<file path="config.mk">
export PLATFORM = sky130hd
export DESIGN_NAME = ps2_key_fifo
export DESIGN_NICKNAME = d
export VERILOG_FILES = /design/src/rtl/ps2_pkg.sv /design/src/rtl/fifo_sync.sv /design/src/rtl/ps2_key_fifo.sv
export SDC_FILE = /design/constraint.sdc
export NUM_CORES = 1
export LEC_CHECK = 0
export BUFFER_PORTS_ARGS = -buffer_cell sky130_fd_sc_hd__buf_2
export CORE_MARGIN = 2
export CORE_UTILIZATION = 38
export CTS_CLUSTER_SIZE = 25
export DETAILED_ROUTE_END_ITERATION = 6
export GPL_TIMING_DRIVEN = 0
export HOLD_SLACK_MARGIN = 0.02
export SYNTH_ARGS = -nofsm -noshare
export SYNTH_HDL_FRONTEND = slang
export SYNTH_SLANG_ARGS = --single-unit
</file>
<file path="constraint.sdc">
create_clock -name clk_sys -period 5.95 [get_ports clk_sys]
set_input_delay 1.785 -clock clk_sys [delete_from_list [all_inputs] [get_ports clk_sys]]
set_output_delay 1.785 -clock clk_sys [all_outputs]
set_load 0.02 [all_outputs]
</file>
<file path="src/rtl/ps2_pkg.sv">
// Shared PS/2 definitions for the keyboard event path (and the future mouse path).
//   key_event_t    : one decoded key event as stored in the FIFO and shown to the CPU
//   KEY_TOGGLE_BIT : bit of the hps_io ps2_key word that flips once per new key event
package ps2_pkg;

    typedef struct packed {
        logic       pressed;
        logic       extended;
        logic [7:0] code;
    } key_event_t;

    localparam int unsigned KEY_TOGGLE_BIT = 10;

endpackage

</file>
<file path="src/rtl/fifo_sync.sv">
// Generic show-ahead synchronous FIFO with register storage (no read latency).
//   clk, reset : rising-edge clock, synchronous active-high reset
//   push, din  : write request and data; accepted when not full, or when full and popping
//   pop        : read request; ignored while empty
//   dout       : mem[rd_ptr], valid only while !empty
//   count      : number of stored entries (0 .. 2**DEPTH_LOG2)
//   full/empty : count at capacity / count at zero
module fifo_sync #(
    parameter int unsigned WIDTH      = 10,
    parameter int unsigned DEPTH_LOG2 = 4
) (
    input  logic                  clk,
    input  logic                  reset,
    input  logic                  push,
    input  logic [WIDTH-1:0]      din,
    input  logic                  pop,
    output logic [WIDTH-1:0]      dout,
    output logic [DEPTH_LOG2:0]   count,
    output logic                  full,
    output logic                  empty
);

    localparam int unsigned DEPTH = 1 << DEPTH_LOG2;

    logic [WIDTH-1:0]      mem_q [DEPTH];
    logic [DEPTH_LOG2-1:0] wr_ptr_q, wr_ptr_d;
    logic [DEPTH_LOG2-1:0] rd_ptr_q, rd_ptr_d;
    logic [DEPTH_LOG2:0]   count_q, count_d;
    logic                  pop_ok, push_ok;

    always_comb begin
        empty   = (count_q == '0);
        full    = (count_q == (DEPTH_LOG2+1)'(DEPTH));
        pop_ok  = pop & ~empty;
        // A full FIFO can still accept a write when the head leaves in the same cycle.
        push_ok = push & (~full | pop_ok);

        wr_ptr_d = push_ok ? wr_ptr_q + DEPTH_LOG2'(1) : wr_ptr_q;
        rd_ptr_d = pop_ok  ? rd_ptr_q + DEPTH_LOG2'(1) : rd_ptr_q;
        count_d  = count_q + (DEPTH_LOG2+1)'(push_ok) - (DEPTH_LOG2+1)'(pop_ok);

        dout  = mem_q[rd_ptr_q];
        count = count_q;
    end

    always_ff @(posedge clk) begin
        if (reset) begin
            wr_ptr_q <= '0;
            rd_ptr_q <= '0;
            count_q  <= '0;
        end else begin
            wr_ptr_q <= wr_ptr_d;
            rd_ptr_q <= rd_ptr_d;
            count_q  <= count_d;
        end
    end

    // Storage is deliberately not reset; empty/count gate its visibility.
    always_ff @(posedge clk) begin
        if (!reset && push_ok) begin
            mem_q[wr_ptr_q] <= din;
        end
    end

endmodule

</file>
<file path="src/rtl/ps2_key_fifo.sv">
// Keyboard event buffer between hps_io and the CPU keyboard port.
//   clk_sys  : system clock, rising edge
//   reset    : synchronous active-high reset; discards entries and re-arms the toggle detector
//   ps2_key  : [10] toggle strobe, [9] pressed, [8] extended, [7:0] scancode
//   rd       : pop the head event (ignored while empty)
//   clr_ovf  : clear the sticky overflow flag (a same-cycle drop wins)
//   dout     : head event {pressed, extended, code}, zero while empty
//   empty/full/count : FIFO status
//   overflow : sticky, set when an event was dropped because the FIFO was full
module ps2_key_fifo
    import ps2_pkg::*;
#(
    parameter int unsigned DEPTH_LOG2 = 4
) (
    input  logic                clk_sys,
    input  logic                reset,
    input  logic [10:0]         ps2_key,
    input  logic                rd,
    input  logic                clr_ovf,
    output logic [9:0]          dout,
    output logic                empty,
    output logic                full,
    output logic [DEPTH_LOG2:0] count,
    output logic                overflow
);

    logic       armed_q, armed_d;
    logic       toggle_q, toggle_d;
    logic       overflow_q, overflow_d;
    logic       push_req, pop_ok, drop;
    key_event_t key_in;
    key_event_t fifo_dout;

    always_comb begin
        key_in   = key_event_t'(ps2_key[9:0]);
        toggle_d = ps2_key[KEY_TOGGLE_BIT];
        // The first non-reset cycle only captures the current toggle level, so a
        // stale strobe at power-up or after reset never becomes a key event.
        armed_d  = 1'b1;
        push_req = armed_q & (ps2_key[KEY_TOGGLE_BIT] != toggle_q);
        pop_ok   = rd & ~empty;
        drop     = push_req & full & ~pop_ok;

        overflow_d = overflow_q;
        if (drop) begin
            overflow_d = 1'b1;
        end else if (clr_ovf) begin
            overflow_d = 1'b0;
        end

        dout     = empty ? '0 : fifo_dout;
        overflow = overflow_q;
    end

    always_ff @(posedge clk_sys) begin
        if (reset) begin
            armed_q    <= 1'b0;
            toggle_q   <= 1'b0;
            overflow_q <= 1'b0;
        end else begin
            armed_q    <= armed_d;
            toggle_q   <= toggle_d;
            overflow_q <= overflow_d;
        end
    end

    fifo_sync #(
        .WIDTH      ($bits(key_event_t)),
        .DEPTH_LOG2 (DEPTH_LOG2)
    ) u_fifo (
        .clk   (clk_sys),
        .reset (reset),
        .push  (push_req),
        .din   (key_in),
        .pop   (rd),
        .dout  (fifo_dout),
        .count (count),
        .full  (full),
        .empty (empty)
    );

endmodule

</file>
Word level (Yosys, flattened, before mapping)
Memory sizes are Yosys's and may differ from the RTL's. A register that Yosys moved wholly into a read port is not among the register bits.
Index checks and enable logic that the tools add are counted.
- output and inout bits: 18
- memories kept: 1
- logic and storage cells: 34
- RAM bits: 160
- register bits: 16
- memories (name ; depth ; width ; read ports ; clocked after memory_dff ; wr ports ; RTL line ; source):
    u_fifo.mem_q ; 16 ; 10 ; 1 ; 1 ; 1 ; fifo_sync.sv:25 ; logic [WIDTH-1:0] mem_q [DEPTH];
- add/sub/neg operators: 4
- muxes and demuxes: 8
- equality and inequality tests: 2
- bitwise operators: 9
- reductions and logical operators: 4
- operators with widths (cell ; number):
    two-way mux 10 bit ; 1
    adder 4 x 1 -> 4 bit, second input constant ; 2
    two-way mux 4 bit ; 2
    adder 5 x 1 -> 5 bit ; 1
    bitwise AND 1 bit ; 5
    equality test 5 bit, second input constant ; 1
    zero test 5 bit ; 1
    two-way mux 1 bit ; 5
    subtractor 5 x 1 -> 5 bit ; 1
    NOT 1 bit ; 3
    nonzero test 2 bit ; 1
    logical AND 1 bit ; 1
    zero test 1 bit ; 1
    inequality test 1 bit ; 1
    bitwise OR 1 bit ; 1

Logic depth before layout (Yosys ltp)
- depth after elaboration: 8
- mapped depth: 12
- mapped depth without buffers: 12

Hierarchy
A second synthesis with hierarchy kept.
- cells, all modules: 378
- area, all modules: 7143.1 µm²
- modules (own cells, without submodules) (module ; times used ; cells an instance ; area an instance (µm²) ; sequential area each (µm²)):
    fifo_sync ; 1 ; 356 ; 6966.7 ; 5144.9
    ps2_key_fifo ; 1 ; 22 ; 176.4 ; 60.1

Worst setup path before layout
No wires, ideal clock.
- path type: in2reg
- start: input ps2_key[10]
- end: memory u_fifo.mem_q[0][0], enable pin
- library setup time: 0.390 ns
- path slack: 2.396 ns
- arrival time: 3.164 ns
- required time: 5.560 ns
- stages on the path: 4
- path buffers: 0
- cell sequence: xor2_1 o2111a_1 nand2_1 nor3_1
- longest elaborated chain between the ends: 6
- RTL lines (element ; RTL line ; source):
    from (decl) ; ps2_key_fifo.sv:17 ; input logic [10:0] ps2_key,
    inequality test 1 bit ; ps2_key_fifo.sv:40 ; push_req = armed_q & (ps2_key[KEY_TOGGLE_BIT] != toggle_q);
    bitwise AND 1 bit ; ps2_key_fifo.sv:40 ;
    bitwise AND 1 bit ; fifo_sync.sv:36 ; push_ok = push & (~full | pop_ok);
    logical AND 1 bit ; fifo_sync.sv:60 ; if (!reset && push_ok) begin
    two-way mux 1 bit ; fifo_sync.sv:60 ;
    two-way mux 1 bit (not written as such) ; fifo_sync.sv:61 ; mem_q[wr_ptr_q] <= din;
    to (decl) ; fifo_sync.sv:25 ;
Every way passes these cells.

==> PnR_summary.wiki <==
{| class="wikitable"
! Metric !! Value
|-
| Die span in y || 142 um
|-
| Routed wire length || 14,000 um
|-
| Share of layout cells above drive strength 1 || 0.232
|-
| Number of DRC violations after detailed routing || 0
|-
| Vias per Instance || 5.22
|-
| Required time reported for the critical path endpoint || 4160 ps
|-
| Category of the most critical setup path || reg -> out
|-
| Cell taking the most area after synthesis || sky130_fd_sc_hd__edfxtp_1
|-
| Flip-flop and latch count after synthesis || 180
|-
| Max-cap violations || 0
|-
| Hold Buf Count CTS || 0
|-
| Synth Instances || 376
|-
| Placeable Area || 18,800 sq um
|-
| Dominant register cell in the synthesized netlist || sky130_fd_sc_hd__edfxtp_1
|-
| I/O Pins || 33
|-
| Leftover overflow at the end of global routing || 0
|-
| Post-synth cell types || 37
|-
| Row count || 50
|-
| Detail Route Antenna Nets || 0
|-
| Worst ir drop on vdd || 218 uV
|-
| Final hold violation count || 0
|-
| Yosys top cell area share || 0.661
|-
| Total setup violations reported at the end of the flow || 0
|-
| Reg2Reg Setup Slack || 2850 ps
|-
| Die footprint || 20,300 sq um
|-
| Global-route wire length before repair || 22,000 um
|-
| Detailed placer's ending HPWL || 9170 um
|-
| Class of the tightest hold or removal check || reg -> reg
|-
| Clock buffer depth || 2
|-
| Vias in the first global route || 3,849
|-
| Critical Path Fanout Max || 10
|-
| Shortest clock period the worst path allows after layout || 4250 ps
|-
| Detailed-routing iteration count for the pre-antenna-repair pass || 4
|-
| Yosys warnings || 0
|-
| WL per Instance || 20.6 um
|-
| Critical path launch point type || flip-flop
|-
| Worst setup skew after layout || 10.9 ps
|-
| Gp weighted congestion || 0.749
|-
| Place WS || 1930 ps
|-
| RSZ-0062 raised after global routing || no
|-
| Net Count, Synth || 403
|-
| Setup slack after layout || 1700 ps
|-
| Outcome || completed
|-
| Max-slew headroom || 0.229
|-
| CTS sink count || 180
|-
| Num CTS Buffers || 17
|-
| Proportion of register bits with asynchronous set or reset after synthesis || 0
|-
| Cells resized by post-CTS repair || 0
|-
| Worst-margin pin slew || 1150 ps
|-
| N_diodes || 0
|-
| Clock slew at the register clock pins of the worst setup and hold paths || 70 ps
|-
| Power per standard cell area || 384 nW/um^2
|-
| IO buf count || 32
|-
| P_leak || 2.76 nW
|-
| Mean instance size in the synthesized netlist || 19.3 sq um
|-
| Net total in the final layout || 458
|-
| Area grow syn2layout || 14.8%
|-
| Part of the Yosys area used for sequential elements || 0.716
|-
| Total Routing Usage GR || 0.151
|-
| Largest net degree at the start of global routing || 19
|-
| Violation count after the first detailed-route iteration || 261
|-
| Number of flops mapped to enable cells by yosys || 160
|-
| Die extent in x || 142 um
|-
| Setup total negative slack || 0 ps
|-
| Share of the clock period used by the worst path after layout || 0.714
|-
| Worst-skew pair later-pin latency || 430 ps
|-
| Largest cells by area after synthesis || sky130_fd_sc_hd__edfxtp_1, sky130_fd_sc_hd__mux4_1, sky130_fd_sc_hd__dfxtp_1
|-
| Antenna violations before repair || 0
|-
| Clock tree from TritonCTS || done
|-
| Slew Viols, Final || 0
|-
| Critical Path End Type || primary output
|-
| Post-CTS Setup Repair Bufs || 0
|-
| Starting density of the core || 0.388
|-
| Arrival @ worst endpoint || 2460 ps
|-
| Vias post-DR || 3,541
|-
| Buffer cell driving the clock tree root || sky130_fd_sc_hd__clkbuf_16
|-
| Depth of the CTS H-tree || 4
|-
| Maximum clock frequency || 235 MHz
|-
| Netlist area before placement || 7270 sq um
|}
## worst max-delay path: stages (launching register included)
cell,delay (ps)
sky130_fd_sc_hd__dfxtp_1,450
sky130_fd_sc_hd__buf_4,270
sky130_fd_sc_hd__buf_4,250
sky130_fd_sc_hd__mux4_1,180
sky130_fd_sc_hd__mux2i_1,100
sky130_fd_sc_hd__a211oi_1,510
sky130_fd_sc_hd__buf_2,260
## metrics by stage
step                       util  total power [mW]  hold slack (ps)  cells  instance area [sq um]
after global placement    0.412              2.17              456    642                   7730
after global routing      0.445              3.36              543    678                   8350
final                     0.445              3.21              487    678                   8350
after detailed placement  0.415              2.18              472    646                   7790
after CTS                 0.445              3.24              490    678                   8350
after floorplan               -              1.97              481    376                   7270
## flip-flops by register name (all words and copies together), names as in the netlist, named ones only
register and cells:
u_fifo.rd_ptr_q 4, u_fifo.mem_q 160, u_fifo.count 5, overflow 1
toggle_q 1, u_fifo.wr_ptr_q 4, armed_q 1
## worst paths after layout
path | start | cells past startpoint | endpoint
setup / recovery | flip-flop | 6 | dout[8]
hold / removal | overflow | 2 | overflow
setup reg to reg | u_fifo.count[2] | 12 | u_fifo.count[4]
hold reg to reg | overflow | 2 | overflow
## synthesized netlist by cell type, types with 2 or more instances
cell	count
sky130_fd_sc_hd__ha_1	11
sky130_fd_sc_hd__dfxtp_1	20
sky130_fd_sc_hd__clkbuf_1	4
sky130_fd_sc_hd__o21ai_0	2
sky130_fd_sc_hd__nand3_1	2
sky130_fd_sc_hd__nand2_1	6
sky130_fd_sc_hd__buf_2	4
sky130_fd_sc_hd__mux2i_1	11
sky130_fd_sc_hd__or3_1	2
sky130_fd_sc_hd__edfxtp_1	160
sky130_fd_sc_hd__nor2b_1	13
sky130_fd_sc_hd__nor2_1	25
sky130_fd_sc_hd__buf_4	5
sky130_fd_sc_hd__nand2b_1	3
sky130_fd_sc_hd__mux4_2	15
sky130_fd_sc_hd__xor2_1	3
sky130_fd_sc_hd__xnor2_1	6
sky130_fd_sc_hd__nor3_1	5
sky130_fd_sc_hd__a211oi_1	20
sky130_fd_sc_hd__a21oi_1	7
sky130_fd_sc_hd__mux4_1	25
sky130_fd_sc_hd__inv_2	2
sky130_fd_sc_hd__buf_6	2
sky130_fd_sc_hd__inv_1	10
## layout make-up
| type | instances | area, sq um |
|---|---|---|
| multi-input cells | 166 | 1910 |
| flip-flops and latches | 180 | 5200 |
| plain buffers | 18 | 138 |
| clock inverters | 15 | 140 |
| well taps | 234 | 293 |
| clock buffers | 17 | 425 |
| fillers | 1628 | 10400 |
| repair buffers | 36 | 201 |
| inverters | 12 | 45.0 |
## where the power goes
group,switching (mW),internal (mW)
Clock,0.508,0.554
Sequential,0.0327,1.41
Combinational,0.393,0.313
## metal layers
layer	share of wire	vias up	GRT usage	routed length, um
li1	-	1634	-	-
met1	0.44	1826	0.195	6160
met2	0.51	75	0.252	7080
met3	0.045	6	0.0404	635
met4	0.0068	0	0.0422	95
met5	0	-	0	0
## placed cells by master (no fill, tap or decap), drive strengths merged
| cell type | netlist | final |
|---|---|---|
| xor2 | 3 | 3 |
| nand2 | 6 | 6 |
| or3 | 2 | 2 |
| nor3 | 5 | 5 |
| a211oi | 20 | 20 |
| o2111ai | 1 | 1 |
| o2111a | 1 | 1 |
| nand2b | 3 | 3 |
| o211ai | 1 | 1 |
| clkbuf | 5 | 22 |
| clkinvlp | 0 | 3 |
| edfxtp | 160 | 160 |
| mux2i | 11 | 11 |
| nor4b | 1 | 1 |
| a21oi | 7 | 7 |
| inv | 12 | 20 |
| dlygate4sd3 | 1 | 1 |
| a21o | 1 | 1 |
| fa | 1 | 1 |
| xnor2 | 6 | 6 |
| buf | 11 | 47 |
| nand4bb | 1 | 1 |
| nor3b | 1 | 1 |
| nand3 | 2 | 2 |
| nand4 | 1 | 1 |
| bufbuf | 1 | 1 |
| clkinv | 0 | 4 |
| nor2b | 13 | 13 |
| dfxtp | 20 | 20 |
| mux4 | 40 | 40 |
| o21ai | 3 | 3 |
| nor2 | 25 | 25 |
| ha | 11 | 11 |
## cells by family after synthesis
family,after synthesis,share of synthesized area
compound gates,34,0.0330
xor+xnor,9,0.0108
fa+ha+maj,12,0.0217
buf+inv,30,0.0251
flops,180,0.716
mux,51,0.152
simple gates,60,0.0418
(Power assumes the default switching activity.)
